## src/rtl/riscv_pkg.sv

```systemverilog
// Shared types and constants for the instruction fetch front end.
package riscv_pkg;

    localparam int unsigned XLEN = 32;
    localparam logic [XLEN-1:0] NOP_ENCODING = 32'h0000_0013;

    typedef enum logic [1:0] {
        BOOT  = 2'd0,
        RUN   = 2'd1,
        FAULT = 2'd2
    } fetch_state_t;

    typedef enum logic [1:0] {
        PC_HOLD  = 2'd0,
        PC_INC   = 2'd1,
        PC_REDIR = 2'd2
    } pc_sel_t;

    function automatic logic is_word_aligned(input logic [XLEN-1:0] addr);
        return addr[1:0] == 2'b00;
    endfunction

endpackage

```

## src/rtl/fetch_unit_if.sv

```systemverilog
// Fetch unit bus: instruction memory port, redirect input and decode-stage handshake.
interface fetch_unit_if;
    import riscv_pkg::*;

    logic [XLEN-1:0] imem_addr;
    logic [XLEN-1:0] imem_data;
    logic            redirect_valid;
    logic [XLEN-1:0] redirect_pc;
    logic            id_ready;
    logic            id_valid;
    logic [XLEN-1:0] id_instr;
    logic [XLEN-1:0] id_pc;
    logic [XLEN-1:0] id_pc_plus4;
    logic            fetch_fault;
    logic [XLEN-1:0] fetch_count;

    modport master (
        output imem_addr, id_valid, id_instr, id_pc, id_pc_plus4, fetch_fault, fetch_count,
        input  imem_data, redirect_valid, redirect_pc, id_ready
    );

    modport slave (
        input  imem_addr, id_valid, id_instr, id_pc, id_pc_plus4, fetch_fault, fetch_count,
        output imem_data, redirect_valid, redirect_pc, id_ready
    );

endinterface

```

## src/rtl/fetch_pc_gen.sv

```systemverilog
// Program counter register with hold / +4 / redirect next-PC selection.
module fetch_pc_gen
    import riscv_pkg::*;
#(
    parameter logic [XLEN-1:0] RESET_PC = 32'h0000_0000
) (
    input  logic            clk,
    input  logic            rst_n,
    input  pc_sel_t         sel_i,
    input  logic [XLEN-1:0] redirect_pc_i,
    output logic [XLEN-1:0] pc_o,
    output logic [XLEN-1:0] pc_plus4_o
);

    logic [XLEN-1:0] pc_q;
    logic [XLEN-1:0] pc_d;

    assign pc_o       = pc_q;
    assign pc_plus4_o = pc_q + XLEN'(4);

    always_comb begin
        pc_d = pc_q;
        case (sel_i)
            PC_INC:   pc_d = pc_plus4_o;
            PC_REDIR: pc_d = redirect_pc_i;
            default:  pc_d = pc_q;
        endcase
    end

    always_ff @(posedge clk or negedge rst_n) begin
        if (!rst_n) begin
            pc_q <= RESET_PC;
        end else begin
            pc_q <= pc_d;
        end
    end

endmodule

```

## src/rtl/fetch_unit.sv

```systemverilog
// Instruction fetch stage: boot/run/fault control, decode output register and handshake counter.
module fetch_unit
    import riscv_pkg::*;
#(
    parameter logic [XLEN-1:0] RESET_PC  = 32'h0000_0000,
    parameter logic [XLEN-1:0] NOP_INSTR = NOP_ENCODING
) (
    input  logic          clk,
    input  logic          rst_n,
    fetch_unit_if.master  bus
);

    fetch_state_t    state_q;
    logic            valid_q;
    logic            fault_q;
    logic [XLEN-1:0] instr_q;
    logic [XLEN-1:0] id_pc_q;
    logic [XLEN-1:0] id_pc4_q;
    logic [XLEN-1:0] count_q;

    logic [XLEN-1:0] pc;
    logic [XLEN-1:0] pc_plus4;
    logic            handshake;
    logic            load;
    pc_sel_t         pc_sel;

    assign handshake = valid_q && bus.id_ready;
    assign load      = (state_q == RUN) && (!valid_q || bus.id_ready);

    // Redirect wins over load and stall in every state.
    always_comb begin
        pc_sel = PC_HOLD;
        if (bus.redirect_valid) begin
            pc_sel = PC_REDIR;
        end else if (load) begin
            pc_sel = PC_INC;
        end
    end

    fetch_pc_gen #(
        .RESET_PC (RESET_PC)
    ) u_pc_gen (
        .clk           (clk),
        .rst_n         (rst_n),
        .sel_i         (pc_sel),
        .redirect_pc_i (bus.redirect_pc),
        .pc_o          (pc),
        .pc_plus4_o    (pc_plus4)
    );

    always_ff @(posedge clk or negedge rst_n) begin
        if (!rst_n) begin
            state_q  <= BOOT;
            valid_q  <= 1'b0;
            fault_q  <= 1'b0;
            instr_q  <= NOP_INSTR;
            id_pc_q  <= '0;
            id_pc4_q <= '0;
            count_q  <= '0;
        end else begin
            // A handshake coinciding with a redirect is still counted.
            if (handshake) begin
                count_q <= count_q + XLEN'(1);
            end
            if (bus.redirect_valid) begin
                valid_q <= 1'b0;
                instr_q <= NOP_INSTR;
                if (is_word_aligned(bus.redirect_pc)) begin
                    state_q <= RUN;
                    fault_q <= 1'b0;
                end else begin
                    state_q <= FAULT;
                    fault_q <= 1'b1;
                end
            end else begin
                case (state_q)
                    BOOT: state_q <= RUN;
                    RUN: begin
                        if (load) begin
                            valid_q  <= 1'b1;
                            instr_q  <= bus.imem_data;
                            id_pc_q  <= pc;
                            id_pc4_q <= pc_plus4;
                        end
                    end
                    default: begin
                        valid_q <= 1'b0;
                        fault_q <= 1'b1;
                    end
                endcase
            end
        end
    end

    assign bus.imem_addr   = pc;
    assign bus.id_valid    = valid_q;
    assign bus.id_instr    = instr_q;
    assign bus.id_pc       = id_pc_q;
    assign bus.id_pc_plus4 = id_pc4_q;
    assign bus.fetch_fault = fault_q;
    assign bus.fetch_count = count_q;

endmodule

```

## src/flat_wrapper.sv

```systemverilog
// flat-port wrapper written by rule: the top's interface ports become plain ports
module fetch_unit_flat import riscv_pkg::*;
#(
    parameter logic [XLEN-1:0] RESET_PC  = 32'h0000_0000,
    parameter logic [XLEN-1:0] NOP_INSTR = NOP_ENCODING
)
  (clk, rst_n, bus_imem_addr, bus_id_valid, bus_id_instr, bus_id_pc, bus_id_pc_plus4, bus_fetch_fault, bus_fetch_count, bus_imem_data, bus_redirect_valid, bus_redirect_pc, bus_id_ready);
  fetch_unit_if bus_i ();
  input  logic clk;
  input  logic rst_n;
  output wire logic [$bits(bus_i.imem_addr)-1:0] bus_imem_addr;
  output wire logic [$bits(bus_i.id_valid)-1:0] bus_id_valid;
  output wire logic [$bits(bus_i.id_instr)-1:0] bus_id_instr;
  output wire logic [$bits(bus_i.id_pc)-1:0] bus_id_pc;
  output wire logic [$bits(bus_i.id_pc_plus4)-1:0] bus_id_pc_plus4;
  output wire logic [$bits(bus_i.fetch_fault)-1:0] bus_fetch_fault;
  output wire logic [$bits(bus_i.fetch_count)-1:0] bus_fetch_count;
  input wire logic [$bits(bus_i.imem_data)-1:0] bus_imem_data;
  input wire logic [$bits(bus_i.redirect_valid)-1:0] bus_redirect_valid;
  input wire logic [$bits(bus_i.redirect_pc)-1:0] bus_redirect_pc;
  input wire logic [$bits(bus_i.id_ready)-1:0] bus_id_ready;
  assign bus_imem_addr = bus_i.imem_addr;
  assign bus_id_valid = bus_i.id_valid;
  assign bus_id_instr = bus_i.id_instr;
  assign bus_id_pc = bus_i.id_pc;
  assign bus_id_pc_plus4 = bus_i.id_pc_plus4;
  assign bus_fetch_fault = bus_i.fetch_fault;
  assign bus_fetch_count = bus_i.fetch_count;
  assign bus_i.imem_data = bus_imem_data;
  assign bus_i.redirect_valid = bus_redirect_valid;
  assign bus_i.redirect_pc = bus_redirect_pc;
  assign bus_i.id_ready = bus_id_ready;
  fetch_unit #(.RESET_PC(RESET_PC), .NOP_INSTR(NOP_INSTR)) u_core (.clk(clk), .rst_n(rst_n), .bus(bus_i));
endmodule
```

## config.mk

```make
export PLATFORM = sky130hd
export DESIGN_NAME = fetch_unit_flat
export DESIGN_NICKNAME = d
export VERILOG_FILES = /design/src/rtl/riscv_pkg.sv /design/src/rtl/fetch_unit_if.sv /design/src/rtl/fetch_pc_gen.sv /design/src/rtl/fetch_unit.sv /design/src/flat_wrapper.sv
export SDC_FILE = /design/constraint.sdc
export NUM_CORES = 1
export LEC_CHECK = 0
export CAP_MARGIN = 25
export CELL_PAD_IN_SITES_DETAIL_PLACEMENT = 0
export CELL_PAD_IN_SITES_GLOBAL_PLACEMENT = 2
export CORE_ASPECT_RATIO = 1.75
export CORE_MARGIN = 2
export CORE_UTILIZATION = 30
export DETAILED_ROUTE_END_ITERATION = 6
export HOLD_SLACK_MARGIN = 0.15
export PLACE_DENSITY = 0.91
export SETUP_SLACK_MARGIN = 0.05
export SYNTH_ARGS = -nofsm -noshare
export SYNTH_HDL_FRONTEND = slang
export SYNTH_SLANG_ARGS = --single-unit
```

## constraint.sdc

```tcl
create_clock -name clk -period 4.1 [get_ports clk]
set_input_delay 1.025 -clock clk [delete_from_list [all_inputs] [get_ports clk]]
set_output_delay 1.025 -clock clk [all_outputs]
set_load 0.01 [all_outputs]
```

== After elaboration in Yosys (flattened, before gate mapping) ==
Index checks and enable logic that the tools add are counted.

* Bits of input ports: 68
* Memories kept: 0
* Output and inout port bits: 162
* Latch bits: 0
* Bits in read-only memories: 0
* RAM bits: 0
* Register bits after elaboration: 164
* Logic and storage cells: 46

* Bitwise logic cells: 1
* Muxes and demuxes: 15
* Divide/modulo/power cells: 0
* Add/subtract/negate cells: 2
* Reduce and logical (&&, ||, !) cells: 14
* Shift-type cells: 0
* $mul: 0
* Order comparisons: 0
* Equality and inequality tests: 6

{| class="wikitable"
|+ Operators with widths
! kind !! number
|-
| $mux W32 || 3
|-
| $pmux W32 S2 || 1
|-
| $add A32 B1 Y32 const B || 1
|-
| $add A32 B3 Y32 const B || 1
|-
| $mux W2 || 4
|-
| $reduce_bool A2 Y1 || 4
|-
| $mux W1 || 6
|-
| $eq A2 B1 Y1 const B || 2
|-
| $logic_not A2 Y1 || 2
|-
| $reduce_and A2 Y1 || 2
|-
| $ne A3 B2 Y1 const B || 1
|-
| $reduce_and A3 Y1 || 1
|-
| $eq A2 B2 Y1 const B || 1
|-
| $logic_and A1 B1 Y1 || 2
|-
| $ne A2 B1 Y1 const B || 1
|-
| $ne A2 B2 Y1 const B || 1
|-
| $pmux W1 S2 || 1
|-
| $reduce_or A2 Y1 || 1
|-
| $logic_not A1 Y1 || 1
|-
| $logic_or A1 B1 Y1 || 1
|-
| $not A1 Y1 || 1
|}

== Longest topological paths before layout ==
* Word-level depth: 7
* Depth in mapped cells: 7
* Mapped depth without buffers: 6

== Modules after synthesis ==
Synthesis repeated with hierarchy kept, for this count alone.

* Cells, all modules: 707
* Area total of the unflattened synthesis: 7792.5 sq um

{| class="wikitable"
|+ Modules (own cells, without submodules)
! module !! instances !! cells each !! area each (sq um)
|-
| fetch_unit || 1 || 421 || 5292.6
|-
| fetch_pc_gen || 1 || 286 || 2499.9
|}

== Least setup slack after synthesis ==
No wires, ideal clock.

* Path kind: input-to-reg
* Start point: input bus_id_ready
* End point: register u_core.u_pc_gen.pc_q[28], in the netlist u_core.u_pc_gen.pc_o[28]
* Data arrival time: 2.300 ns
* Buffers on the path: 2
* Path slack: 1.717 ns
* Stages on the path: 7
* Path through: nand2b_1 > and3b_1 > clkbuf_1 > nor2_1 > clkbuf_1 > a22oi_1 > o21ai_0

* Word-level cells in the longest chain between the ends: 6
* Elaborated cells on any way between the ends: 8
* Those cells by class: eq/ne: 2; mux: 3; reduce/logical: 3

{| class="wikitable"
|+ Ends and longest elaborated chain
! what !! line !! text
|-
| start, declared || flat_wrapper.sv:21 || <nowiki>input wire logic [$bits(bus_i.id_ready)-1:0] bus_id_ready;</nowiki>
|-
| $logic_or A1 B1 Y1 (*) || fetch_unit.sv:28 || <nowiki>assign load = (state_q == RUN) && (!valid_q || bus.id_ready);</nowiki>
|-
| $logic_and A1 B1 Y1 (*) || fetch_unit.sv:28 ||
|-
| $mux W1 (*) || fetch_unit.sv:35 || <nowiki>end else if (load) begin</nowiki>
|-
| $mux W2 (*) || fetch_unit.sv:33 || <nowiki>if (bus.redirect_valid) begin</nowiki>
|-
| $eq A2 B2 Y1 or $eq A2 B1 Y1 (tied branches) || fetch_pc_gen.sv:23 || <nowiki>case (sel_i)</nowiki>
|-
| $pmux W32 S2 or $reduce_bool A2 Y1 (tied branches) || -- ||
|-
| end signal, assigned || fetch_pc_gen.sv:34 || <nowiki>pc_q <= pc_d;</nowiki>
|-
| end, declared || fetch_pc_gen.sv:15 || <nowiki>logic [XLEN-1:0] pc_q;</nowiki>
|}

Every way passes the cells marked *; elsewhere a longest branch is shown, timed or not.
A chain may end at the register's enable or synchronous reset.

== Final worst setup path ==
* Start point: input bus_id_ready
* End point: register u_core.u_pc_gen.pc_q[7], in the netlist u_core.u_pc_gen.pc_o[7]

The elaborated chain is that of the path after synthesis.

==> results.md <==
* First-pass GRT wire length at 33.5 mm
* Hold_sp: u_core.bus.id_pc[19]$_DFFE_PN0P_
* Leakage power at ~0.0044 µW
* CTS Sinks at ~160
* Drt pass-1 iters at 4
* Reg2reg end: u_core.u_pc_gen.pc_o[14]$_DFFE_PN0P_
* Post-Route WL at approximately 21 mm
* Buffers on Ports at roughly 230
* CP endpoint kind: flop
* CTS clock-pin slew for the worst setup and hold paths at 0.06 ns
* Worst EP required at ~4.5 ns
* Core area at around 23000 µm²
* Initial antenna violation count at 1
* GRT Util Overall at between 10% and 20%
* Clk_skew at ~0.010 ns
* I/O pins at between 200 and 250
* Post-CTS Hold Buffers at 0
* Clk Latency, worst-skew pair at ~0.43 ns
* Average size of a mapped cell at between 10 and 15 µm²
* M1 GR Usage at around a fifth
* Worst vdd ir at between 0.2 and 0.25 mV
* CTS root buf: clkbuf_16
* Net Count, Synth at approximately 750
* Min cycle time layout at approximately 2.7 ns
* Overflow after GRT at 0
* Routed Antenna Nets at 0
* Status: finished, final reports clean
* Yosys top cell area share at 56.3%
* Met2 Track Usage GR at between 30% and 40%
* Relative slew slack at about half
* RSZ-0062 raised after global routing: false
* Post_cts resized at 0
* Critical Path Fanout Max at 33
* Most frequent cells in the layout: clkdlybuf4s50_1, nand2_1, dfrtp_1, o21ai_0, xnor2_1
* Fraction of registers with async set or reset after synthesis at 100%
* Fill count at between 2000 and 2500
* TNS Setup at 0 ns
* Yosys cell types at 54
* Top FF cell, synth: dfrtp_1
* Synthesis-stage register bit count at 162
* CTS Buf Count at 17
* Slew @ Worst Pin at 0.736 ns
* Site Rows at 74
* # Max-Cap Violations at 0
* Met3 global-route usage at under 10%
* Post-CTS setup buffers at 0
* Hold WC Path Type: flop to flop
* Die Y at roughly 210 µm
* Worst R2R Path Depth at 6
* PwrDens at 471 nW/µm²
* CP Class: primary input to flop
* Tcrit/Tclk final at roughly two thirds
* Fmax achieved at between 0.3 and 0.4 GHz
* Die W at about 120 µm
* Post-synthesis sequential area ratio at 57.4%
* Vias in the first global route at roughly 6000
* Area of the die at roughly 25000 µm²
* Via/cell ratio at roughly 4.8
* Average wire per standard cell at ~17 µm
* Reg2reg start: u_core.u_pc_gen.pc_o[2]$_DFFE_PN0P_
* Clock Path Buffers at 2
* Synth Instances at between 600 and 700
* Layout cell share with drive strength beyond 1 at around 6.9%
* Synthesis Warnings at 0
* Final nets at 964
* Max Slew Vio Count at 0
* Crit start category: primary input
* Worst Hold Depth at 2
* Final hold vios at 0
* Commonest non-fill, non-tap cell in the layout: clkdlybuf4s50_1
* DR iter-0 viols at 298
* CTS tree: yes
* Number of flops mapped to enable cells by yosys at 0
* Remaining DRCs at 0
* Area Overhead vs Synth at 45.9%
* Arr. time, crit path at 3.04 ns
* GRT Max-Usage Layer: met2
* Area leader, netlist: dfrtp_1
* Finish-stage setup viols at 0
* Largest net degree at the start of global routing at 75
* HPWL Detailed at between 15 and 20 mm
* Routed via count at slightly below 6000
* H-tree levels at 4
* PnR Total Power at just under 5000 µW
* Starting Density at 30.4%
* R2R Setup Slk at 1.58 ns
* Synth area leaders: dfrtp_1, nand2_1, xnor2_1, a22o_1, o21ai_0
* Cell Area, Synth at just over 7000 µm²
* Endpoint, Worst Hold: u_core.bus.id_pc[19]$_DFFE_PN0P_
* Gpl congestion at 0.805
==> power breakdown <==
| group | internal, µW | switching, µW | total [µW] |
|---|---|---|---|
| logic | 632 | 482 | 1110 |
| registers | 1850 | 216 | 2060 |
| clock network | 1040 | 641 | 1680 |
==> worst max-delay path, cell delays in order <==
cell and delay (ns):
clkdlybuf4s50_1 0.50, nand2b_1 0.22, and3_2 0.70, buf_4 0.36, a21oi_1 0.09, o21ai_0 0.14
==> Yosys cell counts (2+ instances only) <==
cell / count
ha_1: 2
a22o_1: 30
a22oi_1: 3
a32o_1: 2
and3_1: 11
buf_2: 6
inv_1: 9
and2_1: 4
dfstp_2: 3
xnor2_1: 43
clkbuf_1: 33
o211ai_1: 3
a21oi_1: 5
a211o_1: 2
buf_1: 2
o221ai_1: 6
buf_4: 4
nor3b_1: 2
o311ai_0: 5
nand3_1: 27
nor4_4: 3
nor3_1: 12
mux2_2: 4
a221o_1: 6
nor3_2: 2
or3_1: 2
nand4_1: 15
o22a_1: 3
dfrtp_1: 159
and4_1: 7
a21o_1: 3
xor2_1: 18
nor4_1: 2
nor2_1: 16
o21ai_0: 44
nand2_1: 163
==> flip-flops by register name, summed over array words and instances (netlist names) <==
register,cells
u_core.bus.fetch_count,32
u_core.bus.id_instr,32
u_core.bus.id_pc_plus4,32
u_core.u_pc_gen.pc_o,32
u_core.bus.id_pc,30
u_core.state_q,2
u_core.bus.fetch_fault,1
u_core.bus.id_valid,1
==> routing by layer <==
| layer | vias up | share of wire [%] |
|---|---|---|
| li1 | 2775 | - |
| met1 | 2843 | 39 |
| met2 | 191 | 52 |
| met4 | 0 | 3.3 |
| met5 | - | 0 |
| met3 | 34 | 5.8 |
==> how the worst max path moves through the flow <==
stage,start,to,slack [ns],cells after the start
after global placement,bus_id_ready,u_core.u_pc_gen.pc_o[7]$_DFFE_PN0P_,0.91,6
after detailed placement,bus_id_ready,u_core.u_pc_gen.pc_o[7]$_DFFE_PN0P_,0.89,6
after global routing,bus_id_ready,u_core.u_pc_gen.pc_o[7]$_DFFE_PN0P_,1.20,6
after floorplan,bus_id_ready,u_core.u_pc_gen.pc_o[28]$_DFFE_PN0P_,1.72,7
final,bus_id_ready,u_core.u_pc_gen.pc_o[7]$_DFFE_PN0P_,1.40,6
after CTS,bus_id_ready,u_core.u_pc_gen.pc_o[7]$_DFFE_PN0P_,1.35,6
==> final cells by class <==
class                           instances  area, µm²  share of cell area [%]
Antenna cell                            1       2.50                  0.0243
Clock buffer                           23        458                    4.44
Clock inverter                          9        156                    1.52
Inverter                                9       33.8                   0.328
Multi-Input combinational cell        461       2790                    27.1
Sequential cell                       162       4060                    39.4
Tap cell                              304        380                    3.69
Timing Repair Buffer                  243       2430                    23.6
==> metrics by stage <==
stage	utilization [%]	hold slack, ns	worst slack (ns)	cells	area (µm²)
final	44.4	0.473	1.40	1212	10300
after global routing	44.4	0.504	1.20	1212	10300
after CTS	44.4	0.476	1.35	1211	10300
after detailed placement	41.7	0.461	0.889	1179	9690
after global placement	41.7	0.457	0.912	1179	9690
after floorplan	-	0.447	1.72	679	7070
==> kinds of logic after synthesis <==
family	synth area share (%)
muxes	0.637
xor gates and xnor gates	7.56
buffers and inverters	3.42
adders and majority gates	0.354
and+or+nand+nor	18.5
AOI/OAI and AO/OA	12.2
DFF	57.4
Power figures use the tool's default switching activity.
